[src/rtl/vd_pkg.sv]
// Shared definitions for the vd_pipe pipelined adder/subtractor.
package vd_pkg;

   // Operation select encoding on the sub input.
   localparam logic VD_ADD = 1'b0;
   localparam logic VD_SUB = 1'b1;

   // Width of one pipeline slice. Returns 0 when WIDTH cannot be split
   // evenly into STAGES slices (or STAGES < 1), which is an illegal setup.
   function automatic int vd_slice_width(input int width, input int stages);
      if (stages < 1 || (width % stages) != 0) return 0;
      return width / stages;
   endfunction

endpackage

[src/rtl/vd_slice.sv]
// Combinational SLICE-bit ripple adder: sum, carry-out and carry into the MSB.
module vd_slice #(
   parameter int SLICE = 4
) (
   input  logic [SLICE-1:0] a_i,
   input  logic [SLICE-1:0] b_i,
   input  logic             c_i,
   output logic [SLICE-1:0] s_o,
   output logic             c_o,
   output logic             c_msb_o
);

   // Ripple the carry bit by bit, tapping it just before the top bit.
   always_comb begin
      logic c;
      s_o     = '0;
      c       = c_i;
      c_msb_o = c_i;
      for (int i = 0; i < SLICE; i++) begin
         if (i == SLICE - 1) c_msb_o = c;
         s_o[i] = a_i[i] ^ b_i[i] ^ c;
         c      = (a_i[i] & b_i[i]) | (c & (a_i[i] ^ b_i[i]));
      end
      c_o = c;
   end

endmodule

[src/rtl/vd_pipe.sv]
// Pipelined WIDTH-bit adder/subtractor split into STAGES carry-chained slices.
//
// Handshake: a transfer on either side happens in a cycle where valid and
// ready are both 1 at the rising edge. The whole pipeline advances together
// (adv = !out_valid || out_ready); in_ready equals adv, so a held result
// freezes every stage and blocks new input until the consumer takes it.
module vd_pipe
   import vd_pkg::*;
#(
   parameter int WIDTH  = 16,
   parameter int STAGES = 4
) (
   input  logic             clk,
   input  logic             rst,
   input  logic             in_valid,
   output logic             in_ready,
   input  logic [WIDTH-1:0] a,
   input  logic [WIDTH-1:0] b,
   input  logic             cin,
   input  logic             sub,
   output logic             out_valid,
   input  logic             out_ready,
   output logic [WIDTH-1:0] s,
   output logic             cout,
   output logic             ovf
);

   localparam int SLICE = vd_slice_width(WIDTH, STAGES);
   localparam int LAST  = STAGES - 1;

   // Stage registers: operands delayed alongside, partial sum, carry, valid.
   logic [WIDTH-1:0] a_q [STAGES];
   logic [WIDTH-1:0] b_q [STAGES];
   logic [WIDTH-1:0] s_q [STAGES];
   logic             c_q [STAGES];
   logic             v_q [STAGES];
   logic             cmsb_q;

   // Values entering each stage (next state for the operand/valid registers).
   logic [WIDTH-1:0] a_d  [STAGES];
   logic [WIDTH-1:0] b_d  [STAGES];
   logic [WIDTH-1:0] s_in [STAGES];
   logic             c_in [STAGES];
   logic             v_d  [STAGES];
   logic [WIDTH-1:0] s_d  [STAGES];

   // Slice adder outputs per stage.
   logic [SLICE-1:0] sl_s [STAGES];
   logic             sl_c [STAGES];
   logic             sl_m [STAGES];

   logic adv;

   assign adv       = !v_q[LAST] || out_ready;
   assign in_ready  = adv;
   assign out_valid = v_q[LAST];
   assign s         = s_q[LAST];
   assign cout      = c_q[LAST];
   assign ovf       = c_q[LAST] ^ cmsb_q;

   // Stage inputs: stage 0 conditions the operands, later stages take the
   // registers of the stage before them.
   always_comb begin
      a_d[0]  = a;
      b_d[0]  = (sub == VD_SUB) ? ~b : b;
      c_in[0] = (sub == VD_SUB) ? ~cin : cin;
      s_in[0] = '0;
      v_d[0]  = in_valid;
      for (int k = 1; k < STAGES; k++) begin
         a_d[k]  = a_q[k-1];
         b_d[k]  = b_q[k-1];
         c_in[k] = c_q[k-1];
         s_in[k] = s_q[k-1];
         v_d[k]  = v_q[k-1];
      end
   end

   // One slice adder per stage, each working on its own bit range.
   for (genvar k = 0; k < STAGES; k++) begin : g_stage
      vd_slice #(.SLICE(SLICE)) u_slice (
         .a_i     (a_d[k][k*SLICE +: SLICE]),
         .b_i     (b_d[k][k*SLICE +: SLICE]),
         .c_i     (c_in[k]),
         .s_o     (sl_s[k]),
         .c_o     (sl_c[k]),
         .c_msb_o (sl_m[k])
      );
   end

   // Merge each stage's new sum slice over the forwarded lower slices.
   always_comb begin
      for (int k = 0; k < STAGES; k++) begin
         s_d[k] = s_in[k];
         s_d[k][k*SLICE +: SLICE] = sl_s[k];
      end
   end

   // Pipeline registers; the last stage only reloads data on a valid result
   // so the outputs stay put across bubbles.
   always_ff @(posedge clk) begin
      if (rst) begin
         for (int k = 0; k < STAGES; k++) begin
            v_q[k] <= 1'b0;
            a_q[k] <= '0;
            b_q[k] <= '0;
            s_q[k] <= '0;
            c_q[k] <= 1'b0;
         end
         cmsb_q <= 1'b0;
      end else if (adv) begin
         for (int k = 0; k < STAGES; k++) begin
            v_q[k] <= v_d[k];
            if (k != LAST || v_d[k]) begin
               a_q[k] <= a_d[k];
               b_q[k] <= b_d[k];
               s_q[k] <= s_d[k];
               c_q[k] <= sl_c[k];
            end
         end
         if (v_d[LAST]) cmsb_q <= sl_m[LAST];
      end
   end

endmodule
[config.mk]
export PLATFORM = sky130hd
export DESIGN_NAME = vd_pipe
export DESIGN_NICKNAME = d
export VERILOG_FILES = /design/src/rtl/vd_pkg.sv /design/src/rtl/vd_slice.sv /design/src/rtl/vd_pipe.sv
export SDC_FILE = /design/constraint.sdc
export NUM_CORES = 1
export LEC_CHECK = 0
export CORE_MARGIN = 2
export CORE_UTILIZATION = 40
export DETAILED_ROUTE_END_ITERATION = 8
export GPL_TIMING_DRIVEN = 0
export MAX_ROUTING_LAYER = met4
export SKIP_CTS_REPAIR_TIMING = 1
export SYNTH_ARGS = -nofsm -noshare
export SYNTH_HDL_FRONTEND = slang
export SYNTH_SLANG_ARGS = --single-unit
[constraint.sdc]
create_clock -name clk -period 3.75 [get_ports clk]
set_clock_uncertainty 0.2 [all_clocks]
set_input_delay 1.125 -clock clk [delete_from_list [all_inputs] [get_ports clk]]
set_output_delay 1.125 -clock clk [all_outputs]
set_load 0.05 [all_outputs]
# ---- Yosys cells after proc, flatten, opt, wreduce, memory -nomap -nowiden
# Memory sizes are Yosys's and may differ from the RTL's.
# Index checks and enable logic that the tools add are counted.
dict set report classes {
  muxes 31
  n_reduce_logical 3
  bitwise_logic 103
}
# operator n
set op_table {}
lappend op_table {{$mux W16} 13}
lappend op_table {{$or A1 B1 Y1} 36}
lappend op_table {{$xor A1 B1 Y1} 33}
lappend op_table {{$and A1 B1 Y1} 32}
lappend op_table {{$mux W1} 18}
lappend op_table {{$not A16 Y16} 1}
lappend op_table {{$reduce_and A2 Y1} 1}
lappend op_table {{$logic_not A1 Y1} 1}
lappend op_table {{$logic_or A1 B1 Y1} 1}
lappend op_table {{$not A1 Y1} 1}
dict set report word_totals {
  ramBits 200
  inputBits 38
  reg_bits 1
  out_inout_bits 20
  mem_count 5
  wordCells 143
}
# name words word_bits rd rd_ports_with_merged_regs wr line
set mem_list {}
lappend mem_list {a_q 4 16 3 0 4 vd_pipe.sv:32} ;# logic [WIDTH-1:0] a_q [STAGES];
lappend mem_list {b_q 4 16 3 0 4 vd_pipe.sv:33} ;# logic [WIDTH-1:0] b_q [STAGES];
lappend mem_list {s_q 4 16 4 0 4 vd_pipe.sv:34} ;# logic [WIDTH-1:0] s_q [STAGES];
lappend mem_list {c_q 4 1 4 0 4 vd_pipe.sv:35} ;# logic c_q [STAGES];
lappend mem_list {v_q 4 1 4 0 4 vd_pipe.sv:36} ;# logic v_q [STAGES];

# ---- Depth between registers and ports, before layout
# Gate-level depths: netlist of run 1.
dict set report logic_depth {
  word_depth 12
  ltp_mapped 11
  ltp_nobuf 9
}

# ---- Modules after synthesis
# From an unflattened synthesis of run 1, not the netlist that was laid out.
dict set report unflattened {
  cells_unflattened 280
  area_unflattened_um2 4279.1
}
# mod cells_each n_inst seq_area_each_um2 area_each_um2
set by_module_without_submodules {}
lappend by_module_without_submodules {vd_pipe 232 1 2902.8 3838.7}
lappend by_module_without_submodules {vd_slice 12 4 0.0 110.1}

# ---- Worst setup path before layout of run 1
# No wires, ideal clock.
dict set report synth_path {
  path_kind {input port to flip-flop}
  from {in sub}
  to {mem s_q[0][3], data pin}
  n_path_buf 2
  arrival_ns 3.173
  required_time_ns 3.295
  path_stages 11
  setup_slack_ns 0.123
  path_cell_list {buf_4 > buf_4 > xnor2_1 > fa_1 > inv_1 > fa_1 > inv_1 > fa_1 > inv_1 > fa_1 > and2_1}
}
# element line
set synth_lines {}
lappend synth_lines {{from (decl)} vd_pipe.sv:20} ;# input logic sub,
lappend synth_lines {{to (decl)} vd_pipe.sv:34}

# ---- Final worst setup path of run 1
dict set report layout_path {
  from {in out_ready}
  to {out in_ready}
}
dict set report layout_via {
  elab_chain_len 1
}
# element line
set layout_lines {}
lappend layout_lines {{from (decl)} vd_pipe.sv:22} ;# input logic out_ready,
lappend layout_lines {{$logic_or A1 B1 Y1} vd_pipe.sv:54} ;# assign adv = !v_q[LAST] || out_ready;
lappend layout_lines {{to (decl)} vd_pipe.sv:16} ;# output logic in_ready,
# Every way passes these cells.

==> summary.md, run 1 <==
| Metric | Value |
|---|---|
| Run status | finished, final reports clean |
| Met2 usage | 0.1653 |
| Num rows | 37 |
| H-tree lvl count | 3 |
| CP max FO | 19 |
| Total Routing Usage GR | 0.1069 |
| Async SR Flop Fraction | 0 |
| Max Cap Violations | 0 |
| Netlist cell types | 22 |
| Cell with the most instances after synthesis | edfxtp_1 |
| Met1 usage in global routing | 0.1354 |
| Area taken by multi-input logic gates | between 1000 and 1500 um2 |
| F_max | between 200 and 300 MHz |
| Leak Pwr | 2.032 nW |
| Finish-stage setup viols | 0 |
| R2r endpoint | s_q[0][43] |
| Register area | ~2900 um2 |
| First-pass detailed-route iteration total | 4 |
| Routed WL per cell | about 11 um |
| Worst Hold Class | reg2reg |
| Core Box Area | between 10000 and 15000 um2 |
| Met3 Usage GRT | 0.01901 |
| Post-synth EDFFs | 96 |
| Final WL | 5395 um |
| Global route overflow | 0 |
| R2r startpoint | a_q[0][24] |
| Actual slew at the worst max-slew pin | between 0.6 and 0.7 ns |
| Routability cong. | around 0.74 |
| Via-to-Cell Ratio | 4.056 |
| DRT iter0 DRCs | 66 |
| Clock sinks | 97 |
| Post-Syn Area | roughly 4200 um2 |
| Synth Flop Type | edfxtp_1 |
| Initial Util | 0.4085 |
| Hold Vio Cnt, Final | 0 |
| Fin nets | 396 |
| Syn_nets | 329 |
| # fillers | around 910 |
| Sequential fraction of the synthesis area | 0.6946 |
| Final antenna-violating net count | 0 |
| Antenna cell count | 0 |
| Most frequent cells after synthesis | edfxtp_1, and2_1, inv_1 |
| Vias in the first global route | 1927 |
| Synth Warn # | 0 |
| Residual DRC | 0 |
| Number of synthesized register bits | 97 |
| Port-buffer cells | 56 |
| Synth area leader | edfxtp_1 |
| Slew headroom | 0.5917 |
| Largest net degree at the start of global routing | 66 |
| Fin crit share | 0.9467 |
| Ports | 58 |
| Crit start category | input pin |
| Most used routing layer | met2 |
| Total number of vias | 1959 |
| R2R depth | 8 |
| Fin. max-slew vios | 0 |
| Clk Tree Root Cell | clkbuf_8 |
| RSZ-0062 raised after global routing | no |
| Initial antenna violation count | 0 |
| Die area | 11280 um2 |
| DP Wirelength | 3870 um |
| Reg2Reg Setup Slack | 1.31 ns |
| Clock Tree Buf Depth | 2 |
| Layout cells sized above 1 | 0.09510 |
| Min cycle time layout | 3.550 ns |
| Hold_sp | v_q[0][1] |
| CTS tree | yes |
| Max IR drop VDD | 164.9 uV |
| Fin worst setup slack | between 0.15 and 0.2 ns |
| Synth Instances | 275 |
| DIE HEIGHT | 106.2 um |
| Worst Path Required | between 2 and 2.5 ns |
| Yosys top cell area share | 0.6898 |
| Hold path endpoint | v_q[0][2] |
| Crit end category | output pin |
| Critical path class | in2out |
| Largest cells by area after synthesis | edfxtp_1, and2_1, fa_1, xnor2_1, inv_1 |
| PD cells | 413.5 nW/um2 |
| Inserted Clock Buffers | 9 |
| Final Core Density | 0.4988 |
| Synthesized area per cell | 15.20 um2 |
| Die extent in x | 106.2 um |
| First-pass GRT wire length | 8894 um |
| Clk slew on worst S/H paths | 0.09 ns |
| Layout area overhead | 22.13% |
| Hold path cells | 1 |
| Skew-Pair Late Insertion Delay | 0.34 ns |
| Crit path DAT | 2.23 ns |
| Dpl ws | -0.5222 ns |
## cell usage in the layout, fill, tap and decap left out, types with 4 or more instances in the layout
| master | netlist | routed |
|---|---|---|
| edfxtp_1 | 96 | 96 |
| and2_1 | 58 | 58 |
| clkdlybuf4s50_1 | 0 | 55 |
| inv_1 | 27 | 27 |
| nor2_1 | 24 | 24 |
| fa_1 | 16 | 16 |
| xnor2_1 | 15 | 15 |
| and3_1 | 13 | 13 |
| clkbuf_8 | 0 | 9 |
| buf_2 | 5 | 4 |
| clkinvlp_4 | 0 | 4 |
## sequential cells by signal, summed over array words and instances (netlist names)
signal,count
s_q,40
c_q,4
b_q,24
v_q,4
cmsb_q,1
a_q,24
## per-stage QoR
step	cell area (um2)	TNS, ns	instances	hold WS, ns	power, W
after floorplan	4179	0	275	0.2835	0.001462
after global placement	4910	-9.842	467	0.3002	0.001550
after detailed placement	4940	-0.5830	468	0.3014	0.001556
after CTS	5111	-0.5291	484	0.3165	0.002141
after global routing	5104	0	483	0.3333	0.002209
final	5104	0	483	0.3177	0.002110
## per-layer routing
| metal | part of all wire | vias to the layer above | wire length, um |
|---|---|---|---|
| met5 | 0 | - | 0 |
| met4 | 0.019 | 0 | 104 |
| met3 | 0.046 | 8 | 247 |
| met2 | 0.48 | 50 | 2600 |
| met1 | 0.45 | 862 | 2442 |
| li1 | - | 1039 | - |
## where the power goes
| group | total (W) | switching [W] | internal [W] |
|---|---|---|---|
| logic | 0.000231 | 0.000119 | 0.000112 |
| registers | 0.00129 | 0.0000192 | 0.00127 |
| clock network | 0.000586 | 0.000344 | 0.000242 |
## worst max-delay path by stage
stage	from	slack, ns	endpoint	cells past startpoint
2_1_floorplan	sub	0.12	s_q[0][3]	11
3_3_place_gp	out_ready	-0.51	in_ready	5
3_5_place_dp	out_ready	-0.52	in_ready	5
4_1_cts	out_ready	-0.53	in_ready	5
5_1_grt	out_ready	0.09	in_ready	4
6_report	out_ready	0.20	in_ready	4
## cell families after synthesis
family	count (synthesis)	share of synthesized area
flip-flops	97	0.6946
AO/OA/AOI/OAI	3	0.005090
AND/OR/NAND/NOR	101	0.1404
XOR/XNOR	18	0.03773
adder cells (fa/ha/maj)	16	0.07665
buffers and inverters	40	0.04551
## critical path: stages
cell             delay (ns)
clkdlybuf4s50_1        0.46
nand2b_4               0.13
buf_2                  0.26
buf_4                  0.25
## area by class of cell
class,count,area share
sequential,97,0.5688
multi-input combinational,138,0.2133
timing repair buffer,57,0.1147
tap,136,0.03334
clock buffer,10,0.02501
inverter,27,0.01986
buffer,12,0.01643
clock inverter,6,0.008581
Note: power is estimated with default switching activity, not from simulation.
==> run 2: changes to the inputs <==
--- a/config.mk
+++ b/config.mk
@@ -8,9 +8,9 @@
 export CORE_MARGIN = 2
 export CORE_UTILIZATION = 40
 export DETAILED_ROUTE_END_ITERATION = 8
-export GPL_TIMING_DRIVEN = 0
 export MAX_ROUTING_LAYER = met4
 export SKIP_CTS_REPAIR_TIMING = 1
+export SLEW_MARGIN = 10
 export SYNTH_ARGS = -nofsm -noshare
 export SYNTH_HDL_FRONTEND = slang
 export SYNTH_SLANG_ARGS = --single-unit
==> constraint.sdc (replaced) <==
create_clock -name clk -period 4.6 [get_ports clk]
set_clock_uncertainty 0.2 [all_clocks]
set_input_delay 1.38 -clock clk [delete_from_list [all_inputs] [get_ports clk]]
set_output_delay 1.38 -clock clk [all_outputs]
set_load 0.05 [all_outputs]
==> run 2 against run 1 <==
Highest routed layer unchanged. Sequential cell count unchanged. Design area is 0.29% lower. Critical path type unchanged. Total power is 14% lower. Non-clock buffer count shrank 10. Combinational power fell by 22%. Register-to-register slack improved by 0.84 ns. Die area did not move. Routed wire length shrank 7.1%.
==> summary.md, run 2 (synthesized netlist as in run 1, its figures left out) <==
| Metric | Value |
|---|---|
| First-pass GRT wire length | 8424 um (was 8894 um) |
| Min cycle time layout | around 3.8 ns |
| Final WL | 5013 um (was 5395 um) |
| Port-buffer cells | 57 (was 56) |
| Max Cap Violations | 0 (unchanged) |
| Die extent in x | 106.2 um (unchanged) |
| Layout cells sized above 1 | 0.06528 (was 0.09510) |
| Core Box Area | 10230 um2 (unchanged) |
| Global route overflow | 0 (unchanged) |
| DRT iter0 DRCs | 72 (was 66) |
| Skew-Pair Late Insertion Delay | 0.34 ns (about the same) |
| Largest regs | s_q (40), a_q (24), b_q (24) (unchanged) |
| Residual DRC | 0 (unchanged) |
| Clk slew on worst S/H paths | 0.09 ns (about the same) |
| Clock sinks | 97 (unchanged) |
| F_max | 260.9 MHz |
| Actual slew at the worst max-slew pin | 0.9021 ns (was 0.6124 ns) |
| Finished Layout Cells | 473 (was 483) |
| Placed Cells incl. Taps | 457 (was 468) |
| Design Power | 0.001813 W (was 0.002110 W) |
| Worst Hold Class | reg2reg (unchanged) |
| Via-to-Cell Ratio | 4.082 (was 4.056) |
| Initial Util | 0.4085 (unchanged) |
| Largest net degree at the start of global routing | 59 (was 66) |
| Clock Tree Buf Depth | 2 (unchanged) |
| Die area | 11280 um2 (unchanged) |
| Crit start category | input pin (unchanged) |
| Critical path class | in2out (unchanged) |
| CP max FO | 21 (was 19) |
| Commonest non-fill, non-tap cell in the layout | edfxtp_1 (unchanged) |
| Total number of vias | 1931 (was 1959) |
| Max IR drop VDD | 138.2 uV (was 164.9 uV) |
| Final Core Density | 0.4974 (was 0.4988) |
| PD cells | 356.2 nW/um2 (was 413.5 nW/um2) |
| CP delay by family, top | buffers and inverters (unchanged) |
| Inserted Clock Buffers | 9 (unchanged) |
| Finish-stage setup viols | 0 (unchanged) |
| Initial antenna violation count | 0 (unchanged) |
| Slowest-stage cell, CP | clkdlybuf4s50_1 (unchanged) |
| Layout area overhead | 21.77% (was 22.13%) |
| CTS tree | yes (unchanged) |
| Reg with most FFs | s_q (unchanged) |
| Vias in the first global route | 1856 (was 1927) |
| Antenna cell count | 0 (unchanged) |
| Max reg flops | 40 (unchanged) |
| Routability cong. | 0.6795 (was 0.7447) |
| Ports | 58 (unchanged) |
| Slew headroom | 0.3973 (was 0.5917) |
| First-pass detailed-route iteration total | 4 (unchanged) |
| Critical Path Max Stage Delay | 0.46 ns (about the same) |
| Clk Tree Root Cell | clkbuf_8 (unchanged) |
| DIE HEIGHT | 106.2 um (unchanged) |
| Final antenna-violating net count | 0 (unchanged) |
| Num rows | 37 (unchanged) |
| Fin crit share | 0.8333 |
| RSZ-0062 raised after global routing | no (unchanged) |
| Most frequent cells in the layout | edfxtp_1, and2_1, clkdlybuf4s50_1 (unchanged) |
| Worst Path Required | 3.02 ns (was 2.42 ns) |
| CP Buf/Inv Count | 2 (was 3) |
| Crit path DAT | 2.25 ns (was 2.23 ns) |
| Crit end category | output pin (unchanged) |
| H-tree lvl count | 3 (unchanged) |
| Leak Pwr | 2.021 nW (was 2.032 nW) |
| Total Routing Usage GR | 0.09988 (was 0.1069) |
| Fin nets | 386 (was 396) |
| Fin Setup TNS | 0 ns (unchanged) |
| Cells along the critical path | clkdlybuf4s50_1 > nand2b_4 > buf_12 (was clkdlybuf4s50_1 > nand2b_4 > buf_2 > buf_4) |
| Fin. max-slew vios | 0 (unchanged) |
| Run status | finished, final reports clean (unchanged) |
| Hold Vio Cnt, Final | 0 (unchanged) |
| DP Wirelength | 3351 um (was 3870 um) |
| Routed WL per cell | 10.60 um (was 11.17 um) |
==> run 2: final cells by class <==
cell class                 instances  area, um2
tap                              136      170.2
timing repair buffer              59      608.1
clock buffer                       9      123.9
clock inverter                     7      93.84
sequential                        97       2903
fill                             876       5142
inverter                          27      101.3
multi-input combinational        138       1089
==> run 2: stage by stage <==
stage | hold WS (ns) | setup WS (ns) | cell area, um2
after global placement | 0.3005 | 0.4144 | 4871
after global routing | 0.3369 | 0.6887 | 5089
after floorplan | 0.2835 | 0.7177 | 4179
final | 0.3218 | 0.7668 | 5089
after CTS | 0.3247 | 0.7566 | 5089
after detailed placement | 0.3014 | 0.3709 | 4871
==> run 2: layer usage <==
layer  global-route usage  vias to the layer above  share of wire
met5                    -                        -              0
met4              0.05075                        0          0.017
met3              0.02943                        7          0.051
met2               0.1484                       46           0.46
met1               0.1252                      857           0.47
li1                     -                     1021              -
==> run 2: path summary, 6_finish.rpt <==
check	startpoint	endpoint	slack, ns	cells past startpoint
hold reg to reg	s_q[0][1]	s_q[0][17]	0.32	1
setup / recovery	out_ready	in_ready	0.77	3
hold / removal	s_q[0][1]	s_q[0][17]	0.32	1
setup reg to reg	a_q[0][24]	s_q[0][43]	2.15	8
==> run 2: report_power, final <==
group | switching (W) | leakage (nW) | internal, W | total (W)
clock network | 0.000272 | 0.107 | 0.000306 | 0.000578
logic | 0.0000939 | 0.794 | 0.0000863 | 0.000180
registers | 0.0000152 | 1.12 | 0.00104 | 0.00105
==> run 3: changes to the inputs <==
==> constraint.sdc (replaced) <==
create_clock -name clk -period 3.6 [get_ports clk]
set_clock_uncertainty 0.2 [all_clocks]
set_input_delay 1.08 -clock clk [delete_from_list [all_inputs] [get_ports clk]]
set_output_delay 1.08 -clock clk [all_outputs]
set_load 0.05 [all_outputs]
==> run 3 against run 2 <==
Routed wire length grew 2.5%. Largest cell class unchanged. Combinational power grew 29%. Critical path depth grew 7. Critical endpoint is now s_q[0][3]. Highest routed layer unchanged. Largest power group unchanged. Utilization is essentially flat. Die area is the same. Design area is essentially flat. Sequential share of layout area is essentially flat.
==> summary.md, run 3 (synthesized netlist as in run 1, its figures left out) <==
| Metric | Value |
|---|---|
| Run status | finished, final reports clean (unchanged) |
| Fin. max-slew vios | 0 (unchanged) |
| Final Core Density | 0.4975 (was 0.4974) |
| Layout cells sized above 1 | 0.06785 (was 0.06528) |
| Slew headroom | 0.5866 (was 0.3973) |
| Hold Vio Cnt, Final | 0 (unchanged) |
| PD cells | 436.6 nW/um2 (was 356.2 nW/um2) |
| Die extent in x | 106.2 um (unchanged) |
| Actual slew at the worst max-slew pin | 0.6201 ns (was 0.9021 ns) |
| Total Routing Usage GR | 0.1041 (was 0.09988) |
| Routability cong. | 0.6758 (was 0.6795) |
| DP Wirelength | 3572 um (was 3351 um) |
| Global route overflow | 0 (unchanged) |
| Total number of vias | 1980 (was 1931) |
| Final WL | 5139 um (was 5013 um) |
| Num rows | 37 (unchanged) |
| Crit start category | input pin (unchanged) |
| Design Power | 0.002222 W (was 0.001813 W) |
| F_max | 297.9 MHz |
| Routed WL per cell | 10.82 um (was 10.60 um) |
| Max reg flops | 40 (unchanged) |
| Fin nets | 390 (was 386) |
| CTS tree | yes (unchanged) |
| Skew-Pair Late Insertion Delay | 0.35 ns (was 0.34 ns) |
| H-tree lvl count | 3 (unchanged) |
| Core Box Area | 10230 um2 (unchanged) |
| Leak Pwr | 2.033 nW (was 2.021 nW) |
| Initial antenna violation count | 0 (unchanged) |
| Critical path class | in2reg (was in2out) |
| Worst Path Required | 3.52 ns (was 3.02 ns) |
| Crit end category | register (was output pin) |
| Clk slew on worst S/H paths | 0.08 ns (was 0.09 ns) |
| Inserted Clock Buffers | 9 (unchanged) |
| Die area | 11280 um2 (unchanged) |
| Finish-stage setup viols | 0 (unchanged) |
| First-pass detailed-route iteration total | 4 (unchanged) |
| Layout area overhead | 21.80% (was 21.77%) |
| Vias in the first global route | 1898 (was 1856) |
| Reg with most FFs | s_q (unchanged) |
| Min cycle time layout | 3.357 ns |
| Most frequent cells in the layout | edfxtp_1, and2_1, clkdlybuf4s50_1 (unchanged) |
| Max Cap Violations | 0 (unchanged) |
| Final antenna-violating net count | 0 (unchanged) |
| Residual DRC | 0 (unchanged) |
| DRT iter0 DRCs | 87 (was 72) |
| Commonest non-fill, non-tap cell in the layout | edfxtp_1 (unchanged) |
| Clock sinks | 97 (unchanged) |
| Ports | 58 (unchanged) |
| DIE HEIGHT | 106.2 um (unchanged) |
| Fin crit share | 0.9324 |
| Antenna cell count | 0 (unchanged) |
| Via-to-Cell Ratio | 4.168 (was 4.082) |
| Largest regs | s_q (40), a_q (24), b_q (24) (unchanged) |
| CP max FO | 1 (was 21) |
| Worst Hold Class | reg2reg (unchanged) |
| RSZ-0062 raised after global routing | no (unchanged) |
| # fillers | 902 (was 876) |
| First-pass GRT wire length | 8680 um (was 8424 um) |
| Largest net degree at the start of global routing | 59 (unchanged) |
| Port-buffer cells | 57 (unchanged) |
| Clock Tree Buf Depth | 2 (unchanged) |
| Max IR drop VDD | 168.8 uV (was 138.2 uV) |
| Crit path DAT | 3.27 ns (was 2.25 ns) |
| Initial Util | 0.4085 (unchanged) |
| Clk Tree Root Cell | clkbuf_8 (unchanged) |
==> run 3: cell count changes in the layout (fill, tap and decap cells not counted), sizes merged <==
cell	previous run	this run
clkinv	3	2
dlymetal6s2s	0	1
clkdlybuf4s50	56	55
buf	3	7
bufinv	2	1
clkbuf	9	10
inv	28	27
==> run 3: where the power goes <==
part | internal, W | leakage, nW | total (W) | switching [W]
Clock | 0.000310 | 0.0856 | 0.000642 | 0.000331
Sequential | 0.00133 | 1.12 | 0.00135 | 0.0000204
Combinational | 0.000112 | 0.828 | 0.000232 | 0.000120
==> run 3: through the flow <==
stage	cell area (um2)	instances	hold slack, ns	setup WS [ns]	TNS, ns
finish	5090	475	0.3214	0.2433	0
global route	5090	475	0.3339	0.1629	0
CTS	5087	475	0.3195	0.06801	0
detailed placement	4913	461	0.3041	-0.3238	-0.4189
global placement	4913	461	0.2994	-0.2799	-0.3380
floorplan	4179	275	0.2835	0.01774	0
==> run 3: area by class of cell <==
class                   instances  area (um2)  share of cell area
multi-input cells             138        1089              0.2139
repair buffers                 63       653.1              0.1283
inverters                      27       101.3             0.01991
well taps                     136       170.2             0.03343
flip-flops and latches         97        2903              0.5703
clock inverters                 4       46.29            0.009095
clock buffers                  10       127.6             0.02507
==> run 3: path summary, 6_finish.rpt <==
path | slack, ns | cells after the start | start | end
worst max-delay path | 0.24 | 10 | b[0] | s_q[0][3]
worst min-delay path | 0.32 | 1 | b_q[0][28] | b_q[0][44]
worst max register to register | 1.22 | 8 | a_q[0][24] | s_q[0][43]
worst min register to register | 0.32 | 1 | b_q[0][28] | b_q[0][44]
==> run 3: worst max-delay path, cell delays in order <==
cell and delay, ns:
clkdlybuf4s50_1 0.41, xnor2_1 0.15, fa_1 0.39, inv_1 0.07, fa_1 0.15, inv_1 0.05
fa_1 0.35, inv_1 0.08, fa_1 0.40, and2_1 0.15
==> run 3: routing by layer <==
metal,vias to the layer above,GRT usage,part of all wire
met1,901,0.1255,0.45
met3,7,0.03740,0.052
met2,48,0.1575,0.47
met5,-,-,0
met4,0,0.04793,0.021
li1,1024,-,-
